`src/rtl/uart_pkg.sv`:
```
// Shared constants and types for the buffered UART register block.
package uart_pkg;

  localparam int unsigned UART_OFS_W = 5;

  // Register offsets relative to BASE_ADDR
  localparam logic [UART_OFS_W-1:0] UART_STATUS_OFS = 5'h00;
  localparam logic [UART_OFS_W-1:0] UART_RECV_OFS   = 5'h04;
  localparam logic [UART_OFS_W-1:0] UART_TRANS_OFS  = 5'h08;
  localparam logic [UART_OFS_W-1:0] UART_LEVEL_OFS  = 5'h0C;
  localparam logic [UART_OFS_W-1:0] UART_IRQ_EN_OFS = 5'h10;
  localparam logic [UART_OFS_W-1:0] UART_CTRL_OFS   = 5'h14;

  // STATUS bit positions
  localparam int unsigned ST_TX_NOT_FULL  = 0;
  localparam int unsigned ST_RX_NOT_EMPTY = 1;
  localparam int unsigned ST_TX_IDLE      = 2;
  localparam int unsigned ST_RX_OVF       = 3;
  localparam int unsigned ST_TX_OVF       = 4;
  localparam int unsigned ST_W            = 5;

  // IRQ_EN bit positions
  localparam int unsigned IE_RX_NOT_EMPTY = 0;
  localparam int unsigned IE_TX_EMPTY     = 1;
  localparam int unsigned IE_OVF          = 2;
  localparam int unsigned IE_W            = 3;

  // CTRL write-1 action bit positions
  localparam int unsigned CTRL_CLR_RX_OVF = 0;
  localparam int unsigned CTRL_CLR_TX_OVF = 1;
  localparam int unsigned CTRL_FLUSH_RX   = 2;
  localparam int unsigned CTRL_FLUSH_TX   = 3;

  typedef struct packed {
    logic tx_ovf;
    logic rx_ovf;
    logic tx_idle;
    logic rx_not_empty;
    logic tx_not_full;
  } uart_status_t;

endpackage

```
`src/rtl/uart.sv`:
```
// 8N1 serial core with valid/ready byte interfaces.
module uart #(
  parameter int unsigned CLOCK_FREQ = 125_000_000,
  parameter int unsigned BAUD_RATE  = 115_200
) (
  input  logic       clk,
  input  logic       rst,
  input  logic [7:0] data_in,
  input  logic       data_in_valid,
  output logic       data_in_ready,
  output logic [7:0] data_out,
  output logic       data_out_valid,
  input  logic       data_out_ready,
  input  logic       serial_rx,
  output logic       serial_tx
);

  localparam int unsigned DIV   = CLOCK_FREQ / BAUD_RATE;
  localparam int unsigned CNT_W = $clog2(DIV + 1);

  logic             tx_busy;
  logic [9:0]       tx_shift;
  logic [CNT_W-1:0] tx_cnt;
  logic [3:0]       tx_bit;

  logic             rx_meta;
  logic             rx_s;
  logic             rx_busy;
  logic [CNT_W-1:0] rx_cnt;
  logic [3:0]       rx_bit;
  logic [7:0]       rx_shift;

  assign data_in_ready = !tx_busy;
  assign serial_tx     = tx_shift[0];

  // Transmitter: load start/data/stop frame, shift one bit per baud period
  always_ff @(posedge clk) begin
    if (rst) begin
      tx_busy  <= 1'b0;
      tx_shift <= '1;
      tx_cnt   <= '0;
      tx_bit   <= '0;
    end else if (!tx_busy) begin
      if (data_in_valid) begin
        tx_shift <= {1'b1, data_in, 1'b0};
        tx_busy  <= 1'b1;
        tx_cnt   <= '0;
        tx_bit   <= '0;
      end
    end else if (tx_cnt == CNT_W'(DIV - 1)) begin
      tx_cnt   <= '0;
      tx_shift <= {1'b1, tx_shift[9:1]};
      tx_bit   <= tx_bit + 4'd1;
      if (tx_bit == 4'd9) tx_busy <= 1'b0;
    end else begin
      tx_cnt <= tx_cnt + CNT_W'(1);
    end
  end

  // Receive line synchroniser
  always_ff @(posedge clk) begin
    if (rst) begin
      rx_meta <= 1'b1;
      rx_s    <= 1'b1;
    end else begin
      rx_meta <= serial_rx;
      rx_s    <= rx_meta;
    end
  end

  // Receiver: sample mid-bit, reject false starts, drop frames with bad stop bit
  always_ff @(posedge clk) begin
    if (rst) begin
      rx_busy        <= 1'b0;
      rx_cnt         <= '0;
      rx_bit         <= '0;
      rx_shift       <= '0;
      data_out       <= '0;
      data_out_valid <= 1'b0;
    end else begin
      if (data_out_valid && data_out_ready) data_out_valid <= 1'b0;
      if (!rx_busy) begin
        if (!rx_s) begin
          rx_busy <= 1'b1;
          rx_cnt  <= CNT_W'(DIV / 2);
          rx_bit  <= '0;
        end
      end else if (rx_cnt != '0) begin
        rx_cnt <= rx_cnt - CNT_W'(1);
      end else begin
        rx_cnt <= CNT_W'(DIV - 1);
        rx_bit <= rx_bit + 4'd1;
        if (rx_bit == 4'd0) begin
          if (rx_s) rx_busy <= 1'b0;
        end else if (rx_bit <= 4'd8) begin
          rx_shift <= {rx_s, rx_shift[7:1]};
        end else begin
          rx_busy <= 1'b0;
          if (rx_s) begin
            data_out       <= rx_shift;
            data_out_valid <= 1'b1;
          end
        end
      end
    end
  end

endmodule

```
`src/rtl/uart_byte_fifo.sv`:
```
// Byte FIFO with registered full/empty/count and a synchronous flush.
module uart_byte_fifo #(
  parameter int unsigned DEPTH = 16
) (
  input  logic                     clk,
  input  logic                     rst,
  input  logic                     flush,
  input  logic                     push,
  input  logic [7:0]               din,
  input  logic                     pop,
  output logic [7:0]               head_c,
  output logic                     full,
  output logic                     empty,
  output logic [$clog2(DEPTH):0]   count
);

  localparam int unsigned AW = $clog2(DEPTH);
  localparam int unsigned CW = AW + 1;

  logic [7:0]    mem [DEPTH];
  logic [AW-1:0] wr_ptr;
  logic [AW-1:0] rd_ptr;
  logic          push_ok;
  logic          pop_ok;
  logic [CW-1:0] count_nxt;

  // Full/empty come from registered state, so a push into a full FIFO drops even with a pop
  assign push_ok = push && !full && !flush;
  assign pop_ok  = pop && !empty && !flush;
  assign head_c  = mem[rd_ptr];

  // Next occupancy
  always_comb begin
    count_nxt = count;
    if (flush) begin
      count_nxt = '0;
    end else begin
      case ({push_ok, pop_ok})
        2'b10:   count_nxt = count + CW'(1);
        2'b01:   count_nxt = count - CW'(1);
        default: count_nxt = count;
      endcase
    end
  end

  // Storage write
  always_ff @(posedge clk) begin
    if (push_ok) mem[wr_ptr] <= din;
  end

  // Pointers and occupancy flags
  always_ff @(posedge clk) begin
    if (rst || flush) begin
      wr_ptr <= '0;
      rd_ptr <= '0;
      count  <= '0;
      full   <= 1'b0;
      empty  <= 1'b1;
    end else begin
      if (push_ok) wr_ptr <= wr_ptr + AW'(1);
      if (pop_ok)  rd_ptr <= rd_ptr + AW'(1);
      count <= count_nxt;
      full  <= (count_nxt == CW'(DEPTH));
      empty <= (count_nxt == '0);
    end
  end

endmodule

```
`src/rtl/uart_fifo_wrap.sv`:
```
// Memory-mapped UART with TX/RX byte FIFOs, sticky overflow flags and maskable IRQ.
module uart_fifo_wrap
  import uart_pkg::*;
#(
  parameter int unsigned CLOCK_FREQ = 125_000_000,
  parameter int unsigned BAUD_RATE  = 115_200,
  parameter logic [31:0] BASE_ADDR  = 32'h8000_0000,
  parameter int unsigned TX_DEPTH   = 16,
  parameter int unsigned RX_DEPTH   = 16
) (
  input  logic        i_clk,
  input  logic        i_rst,
  input  logic [31:0] i_uart_addr,
  input  logic        i_uart_write,
  input  logic        i_uart_read,
  input  logic [3:0]  i_uart_size,
  input  logic [31:0] i_uart_din,
  output logic [31:0] o_uart_dout,
  input  logic        i_serial_rx,
  output logic        o_serial_tx,
  output logic        o_uart_irq
);

  localparam int unsigned TXC_W = $clog2(TX_DEPTH) + 1;
  localparam int unsigned RXC_W = $clog2(RX_DEPTH) + 1;

  logic [31:0]           ofs;
  logic                  addr_ok;
  logic [UART_OFS_W-1:0] reg_ofs;
  logic                  rd_recv;
  logic                  wr_trans;
  logic                  wr_irq_en;
  logic                  wr_ctrl;
  logic                  flush_tx;
  logic                  flush_rx;

  logic [7:0]       core_din;
  logic             core_din_valid;
  logic             core_din_ready;
  logic [7:0]       core_dout;
  logic             core_dout_valid;

  logic [7:0]       tx_head;
  logic             tx_full;
  logic             tx_empty;
  logic [TXC_W-1:0] tx_count;
  logic [7:0]       rx_head;
  logic             rx_full;
  logic             rx_empty;
  logic [RXC_W-1:0] rx_count;

  logic             rx_ovf;
  logic             tx_ovf;
  logic [IE_W-1:0]  irq_en;
  logic             read_q;
  logic [31:0]      rdata_q;
  logic [31:0]      rd_val;
  logic [ST_W-1:0]  status_vec;
  uart_status_t     status;
  logic             unused_bits;

  // Address decode: in-window, word-aligned offsets only
  assign ofs       = i_uart_addr - BASE_ADDR;
  assign addr_ok   = (ofs[31:UART_OFS_W] == '0) && (ofs[1:0] == 2'b00);
  assign reg_ofs   = ofs[UART_OFS_W-1:0];
  assign rd_recv   = i_uart_read  && addr_ok && (reg_ofs == UART_RECV_OFS);
  assign wr_trans  = i_uart_write && addr_ok && (reg_ofs == UART_TRANS_OFS);
  assign wr_irq_en = i_uart_write && addr_ok && (reg_ofs == UART_IRQ_EN_OFS);
  assign wr_ctrl   = i_uart_write && addr_ok && (reg_ofs == UART_CTRL_OFS);
  assign flush_tx  = wr_ctrl && i_uart_din[CTRL_FLUSH_TX];
  assign flush_rx  = wr_ctrl && i_uart_din[CTRL_FLUSH_RX];

  assign core_din_valid = !tx_empty;
  assign core_din       = tx_head;
  assign unused_bits    = &{1'b0, i_uart_size, i_uart_din[31:8]};

  uart_byte_fifo #(.DEPTH(TX_DEPTH)) u_tx_fifo (
    .clk    (i_clk),
    .rst    (i_rst),
    .flush  (flush_tx),
    .push   (wr_trans),
    .din    (i_uart_din[7:0]),
    .pop    (core_din_valid && core_din_ready),
    .head_c (tx_head),
    .full   (tx_full),
    .empty  (tx_empty),
    .count  (tx_count)
  );

  uart_byte_fifo #(.DEPTH(RX_DEPTH)) u_rx_fifo (
    .clk    (i_clk),
    .rst    (i_rst),
    .flush  (flush_rx),
    .push   (core_dout_valid),
    .din    (core_dout),
    .pop    (rd_recv),
    .head_c (rx_head),
    .full   (rx_full),
    .empty  (rx_empty),
    .count  (rx_count)
  );

  uart #(.CLOCK_FREQ(CLOCK_FREQ), .BAUD_RATE(BAUD_RATE)) u_uart (
    .clk            (i_clk),
    .rst            (i_rst),
    .data_in        (core_din),
    .data_in_valid  (core_din_valid),
    .data_in_ready  (core_din_ready),
    .data_out       (core_dout),
    .data_out_valid (core_dout_valid),
    .data_out_ready (1'b1),
    .serial_rx      (i_serial_rx),
    .serial_tx      (o_serial_tx)
  );

  // STATUS assembly
  always_comb begin
    status_vec                  = '0;
    status_vec[ST_TX_NOT_FULL]  = !tx_full;
    status_vec[ST_RX_NOT_EMPTY] = !rx_empty;
    status_vec[ST_TX_IDLE]      = tx_empty && core_din_ready;
    status_vec[ST_RX_OVF]       = rx_ovf;
    status_vec[ST_TX_OVF]       = tx_ovf;
  end
  assign status = uart_status_t'(status_vec);

  // Read data mux; unmapped, misaligned and write-only offsets read as 0
  always_comb begin
    rd_val = '0;
    if (addr_ok) begin
      case (reg_ofs)
        UART_STATUS_OFS: rd_val = 32'(status);
        UART_RECV_OFS:   rd_val = {24'b0, rx_empty ? 8'h00 : rx_head};
        UART_LEVEL_OFS:  rd_val = {16'b0, 8'(rx_count), 8'(tx_count)};
        UART_IRQ_EN_OFS: rd_val = 32'(irq_en);
        default:         rd_val = '0;
      endcase
    end
  end

  assign o_uart_dout = read_q ? rdata_q : '0;

  // Sticky flags (set beats clear), IRQ enable, registered IRQ and read data
  always_ff @(posedge i_clk) begin
    if (i_rst) begin
      rx_ovf     <= 1'b0;
      tx_ovf     <= 1'b0;
      irq_en     <= '0;
      o_uart_irq <= 1'b0;
      read_q     <= 1'b0;
      rdata_q    <= '0;
    end else begin
      if (wr_ctrl && i_uart_din[CTRL_CLR_RX_OVF]) rx_ovf <= 1'b0;
      if (core_dout_valid && rx_full && !flush_rx) rx_ovf <= 1'b1;
      if (wr_ctrl && i_uart_din[CTRL_CLR_TX_OVF]) tx_ovf <= 1'b0;
      if (wr_trans && tx_full && !flush_tx) tx_ovf <= 1'b1;
      if (wr_irq_en) irq_en <= i_uart_din[IE_W-1:0];
      o_uart_irq <= |(irq_en & {rx_ovf | tx_ovf, tx_empty, !rx_empty});
      read_q     <= i_uart_read;
      rdata_q    <= i_uart_read ? rd_val : '0;
    end
  end

endmodule

```
`config.mk`:
```
export PLATFORM = sky130hd
export DESIGN_NAME = uart_fifo_wrap
export DESIGN_NICKNAME = d
export VERILOG_FILES = /design/src/rtl/uart_pkg.sv /design/src/rtl/uart.sv /design/src/rtl/uart_byte_fifo.sv /design/src/rtl/uart_fifo_wrap.sv
export SDC_FILE = /design/constraint.sdc
export NUM_CORES = 1
export LEC_CHECK = 0
export CAP_MARGIN = 20
export CORE_MARGIN = 2
export CORE_UTILIZATION = 59
export CTS_BUF_LIST = sky130_fd_sc_hd__clkbuf_8
export CTS_CLUSTER_SIZE = 16
export DETAILED_ROUTE_END_ITERATION = 10
export HOLD_SLACK_MARGIN = 0.12
export PLACE_DENSITY = 0.81
export SETUP_SLACK_MARGIN = 0.15
export SLEW_MARGIN = 20
export SYNTH_ARGS = -nofsm -noshare
export SYNTH_HDL_FRONTEND = slang
export SYNTH_SLANG_ARGS = --single-unit
```
`constraint.sdc`:
```
create_clock -name i_clk -period 7.6 [get_ports i_clk]
set_clock_uncertainty 0.1 [all_clocks]
set_input_delay 1.52 -clock i_clk [delete_from_list [all_inputs] [get_ports i_clk]]
set_output_delay 1.52 -clock i_clk [all_outputs]
set_load 0.03 [all_outputs]
```
==> results.md <==
- Worst-margin pin slew: 1000 ps
- Placed cells: about 1.4k
- Total grt overflow: 0
- Post-synth top area share: 49.2%
- Largest family of logic cells by synthesized area: multiplexers
- Sequential cell area fraction in the yosys report: 64.4%
- Max_cap viols: 0
- Worst R2R Setup Slack: 4210 ps
- Wirelength per Cell: 19.8 µm
- Number of nets in the layout: roughly 1.2k
- Die area: around 28000 µm²
- Switch share: 25.0%
- Combinational cell fraction of total power: between 10 and 15%
- # DRC: 0
- Synth Area in Compound Gates: 5.88%
- H-tree depth: 2
- Pre-CTS setup slack: between 1500 and 2000 ps
- Pint: between 3 and 4 mW
- Vert. Die Dim: 167 µm
- IO Port Bufs: 59
- Top_reg_cell synth: edfxtp_1
- WS Path Type: in -> reg
- DPL Wire Length: 19800 µm
- Cell Count, Final, Fillers Out: 1518
- Clk buf depth: 3
- Initial Util: ~60%
- Clock power share: 35.7%
- Setup violators final: 0
- Finished Cell Area: between 15000 and 20000 µm²
- TritonCTS Buffers: 56
- Clock sinks: approximately 370
- Max Fanout on Critical Path: 17
- PnR worst setup slack: 2500 ps
- Total GRT Usage: 22.2%
- Post-detailed-routing wire length: 30100 µm
- Clock slew at reported path FFs: 60 ps
- Number of vias per cell: 5.92
- Post-Syn Area: 15600 µm²
- Worst hold path endpoint: u_uart.rx_s
- Layout Utilization: 67.1%
- Biggest area consumer among synthesized cells: edfxtp_1
- I/O pins: 107
- Clk_lat worst skew: just over 600 ps
- Fillers: around 1.8k
- Routability Congestion: 0.824
- Share of cells above drive strength 1: between 10% and 20%
- Clock period minus worst slack: 5100 ps
- Initial antenna violation count: 0
- YS warnings: 0
- Syn_area_per_cell: ~15 µm²
- Antenna Nets Post-Route: 0
- First-pass GRT wire length: 48800 µm
- Commonest cells in the synthesized netlist: edfxtp_1 (256), dfxtp_1 (118), nor2_1 (108), mux4_2 (71), a21oi_1 (47)
- Post-synth ARST share: 0%
- Worst vdd ir: 0.164 mV
- Ant diodes: 0
- Hold buffer count at cts: 0
- Min-delay src: u_uart.rx_meta
- Sequential cell area: 10100 µm²
- Slew HR: 32.7%
- Worst EP required: 7990 ps
- DRT iter0 DRCs: about 740
- # rows: 59
- R2R depth: 11
- CP arrival: between 5000 and 6000 ps
- Largest net degree at the start of global routing: 71
- Switch Pwr: roughly 1.1 mW
- Vias in the first global route: 9172
- Multi-input gate area: 5170 µm²
- DRT Pass-1 Iters: 5
- Final period util: roughly 67%
- Mux cell area share after synthesis: 12.6%
- Reg2reg start: u_uart.data_out_valid
- DIE WIDTH: roughly 170 µm
- Cell count after synthesis: 1066
- Post-synthesis cell type count: 70
- Via count of the routed design: 8988
- Pleak: 5.84 nW
- Post-synth EDFFs: 256
- CP Launch Type: primary input
- Simple-gate area share of the yosys netlist: 10.8%
- Power per cell area: 243 nW/µm²
- Post-DP Area: 16400 µm²
- Hold Path Depth: 1
- Max-slew violations: 0
- CTS tree: yes
- Flop pwr share: 53.1%
- Register bit total from synthesis: roughly 370
- Most frequent cell after synthesis: edfxtp_1
- Worst Setup SP: i_uart_addr[7]
- Cells resized by post-CTS repair: 0
- Core area: 26000 µm²
- Synth area leaders: edfxtp_1 (49%), dfxtp_1 (15%), mux4_2 (10%)
- Root buf cell: clkbuf_8
- Synth Area in Adders: 1.84%
- RSZ-0062 raised after global routing: no
- Xor/xnor share of the synthesized area: 1.57%
- Status: finished clean
- Fmax: just under 200 MHz
- Synth-to-Final Area Change: 11.7%
- Hold WS: around 320 ps
- Worst r2r dst: u_rx_fifo.full
- HP Class: reg -> reg
- Final Hold Vio Count: 0
- Setup TNS: 0 ps
- CP Capture Type: register
- Overall power: 4.24 mW
- Number of setup buffers added after CTS: 0
cell type report:
class	instances	share of cell area, %
tap	335	2.40
multi-input combinational	617	29.7
timing repair buffer	69	3.79
inverter	23	0.495
sequential	374	57.7
clock buffer	59	4.66
clock inverter	41	1.33
flip-flops by register name, indices dropped and copies added, names as in the netlist, 8 cells and up, named ones only:
name,cells
u_uart.rx_shift,8
rdata_q,13
u_rx_fifo.mem,128
u_uart.tx_shift,9
u_uart.rx_cnt,11
u_tx_fifo.mem,128
u_uart.tx_cnt,11
u_uart.data_out,8
worst max-delay path: stages:
cell	delay, ps
clkdlybuf4s50_1	410
nor4_2	550
nand4_4	290
nor4_4	600
a21boi_2	290
inv_1	170
ha_1	350
xor2_1	190
ha_1	220
and3b_1	160
o21ai_0	70
a31oi_1	290
xnor2_1	130
nor4_1	240
how the worst max path moves through the flow:
stage          slack, ps              to
2_1_floorplan       3010  u_rx_fifo.full
3_3_place_gp        2110  u_rx_fifo.full
3_5_place_dp        1960  u_rx_fifo.full
4_1_cts             2570  u_rx_fifo.full
5_1_grt             2310  u_rx_fifo.full
6_report            2500  u_rx_fifo.full
per-layer routing:
layer | up-vias | global-route usage [%] | share of wire [%]
met1 | 4402 | 29.5 | 41
met4 | 0 | 7.23 | 2.4
met2 | 331 | 37.8 | 50
li1 | 4190 | - | -
met5 | - | 0 | 0
met3 | 65 | 3.87 | 6.8
cell usage in the layout (no fill, tap or decap), types with 5 or more instances in the layout:
cell             Yosys  layout
o21ai_0             23      23
nor4_1              11      11
o21bai_1             7       7
nor2b_1             18      18
edfxtp_1           256     256
xor2_1              15      15
or3_1                7       7
mux4_2              71      71
a211oi_1            10      10
clkinv_2             0      11
nor3b_1              5       5
and2_1              20      20
conb_1               1      19
dfxtp_1            118     116
clkdlybuf4s50_1      0      58
clkinv_1             0       5
a21oi_1             47      47
nor2_1             108     108
clkbuf_8             0      59
nand2_1             38      38
a22oi_1             17      17
mux2i_1             32      32
inv_1               23      42
nor4_2               7       7
xnor2_1             13      13
and4b_1              8       8
buf_4               21      10
nand4_1              6       6
and3_1               7       7
ha_1                23      23
nor3_1              19      19
nand3_1             11      11
cell families after synthesis:
logic type,after synthesis
adder cells (fa/ha/maj),23
AND/OR/NAND/NOR,300
XOR/XNOR,28
buffers and inverters,93
flip-flops,374
AO/OA/AOI/OAI,140
other,1
multiplexers,107
power by group through the flow:
stage	clock, mW	sequential, mW	combinational [mW]
3_5_place_dp	0	2.29	0.478
5_1_grt	1.63	2.26	0.524
6_report	1.51	2.25	0.477
2_1_floorplan	0	2.27	0.379
3_3_place_gp	0	2.29	0.464
4_1_cts	1.54	2.25	0.481
Note: power is estimated with default switching activity, not from simulation.
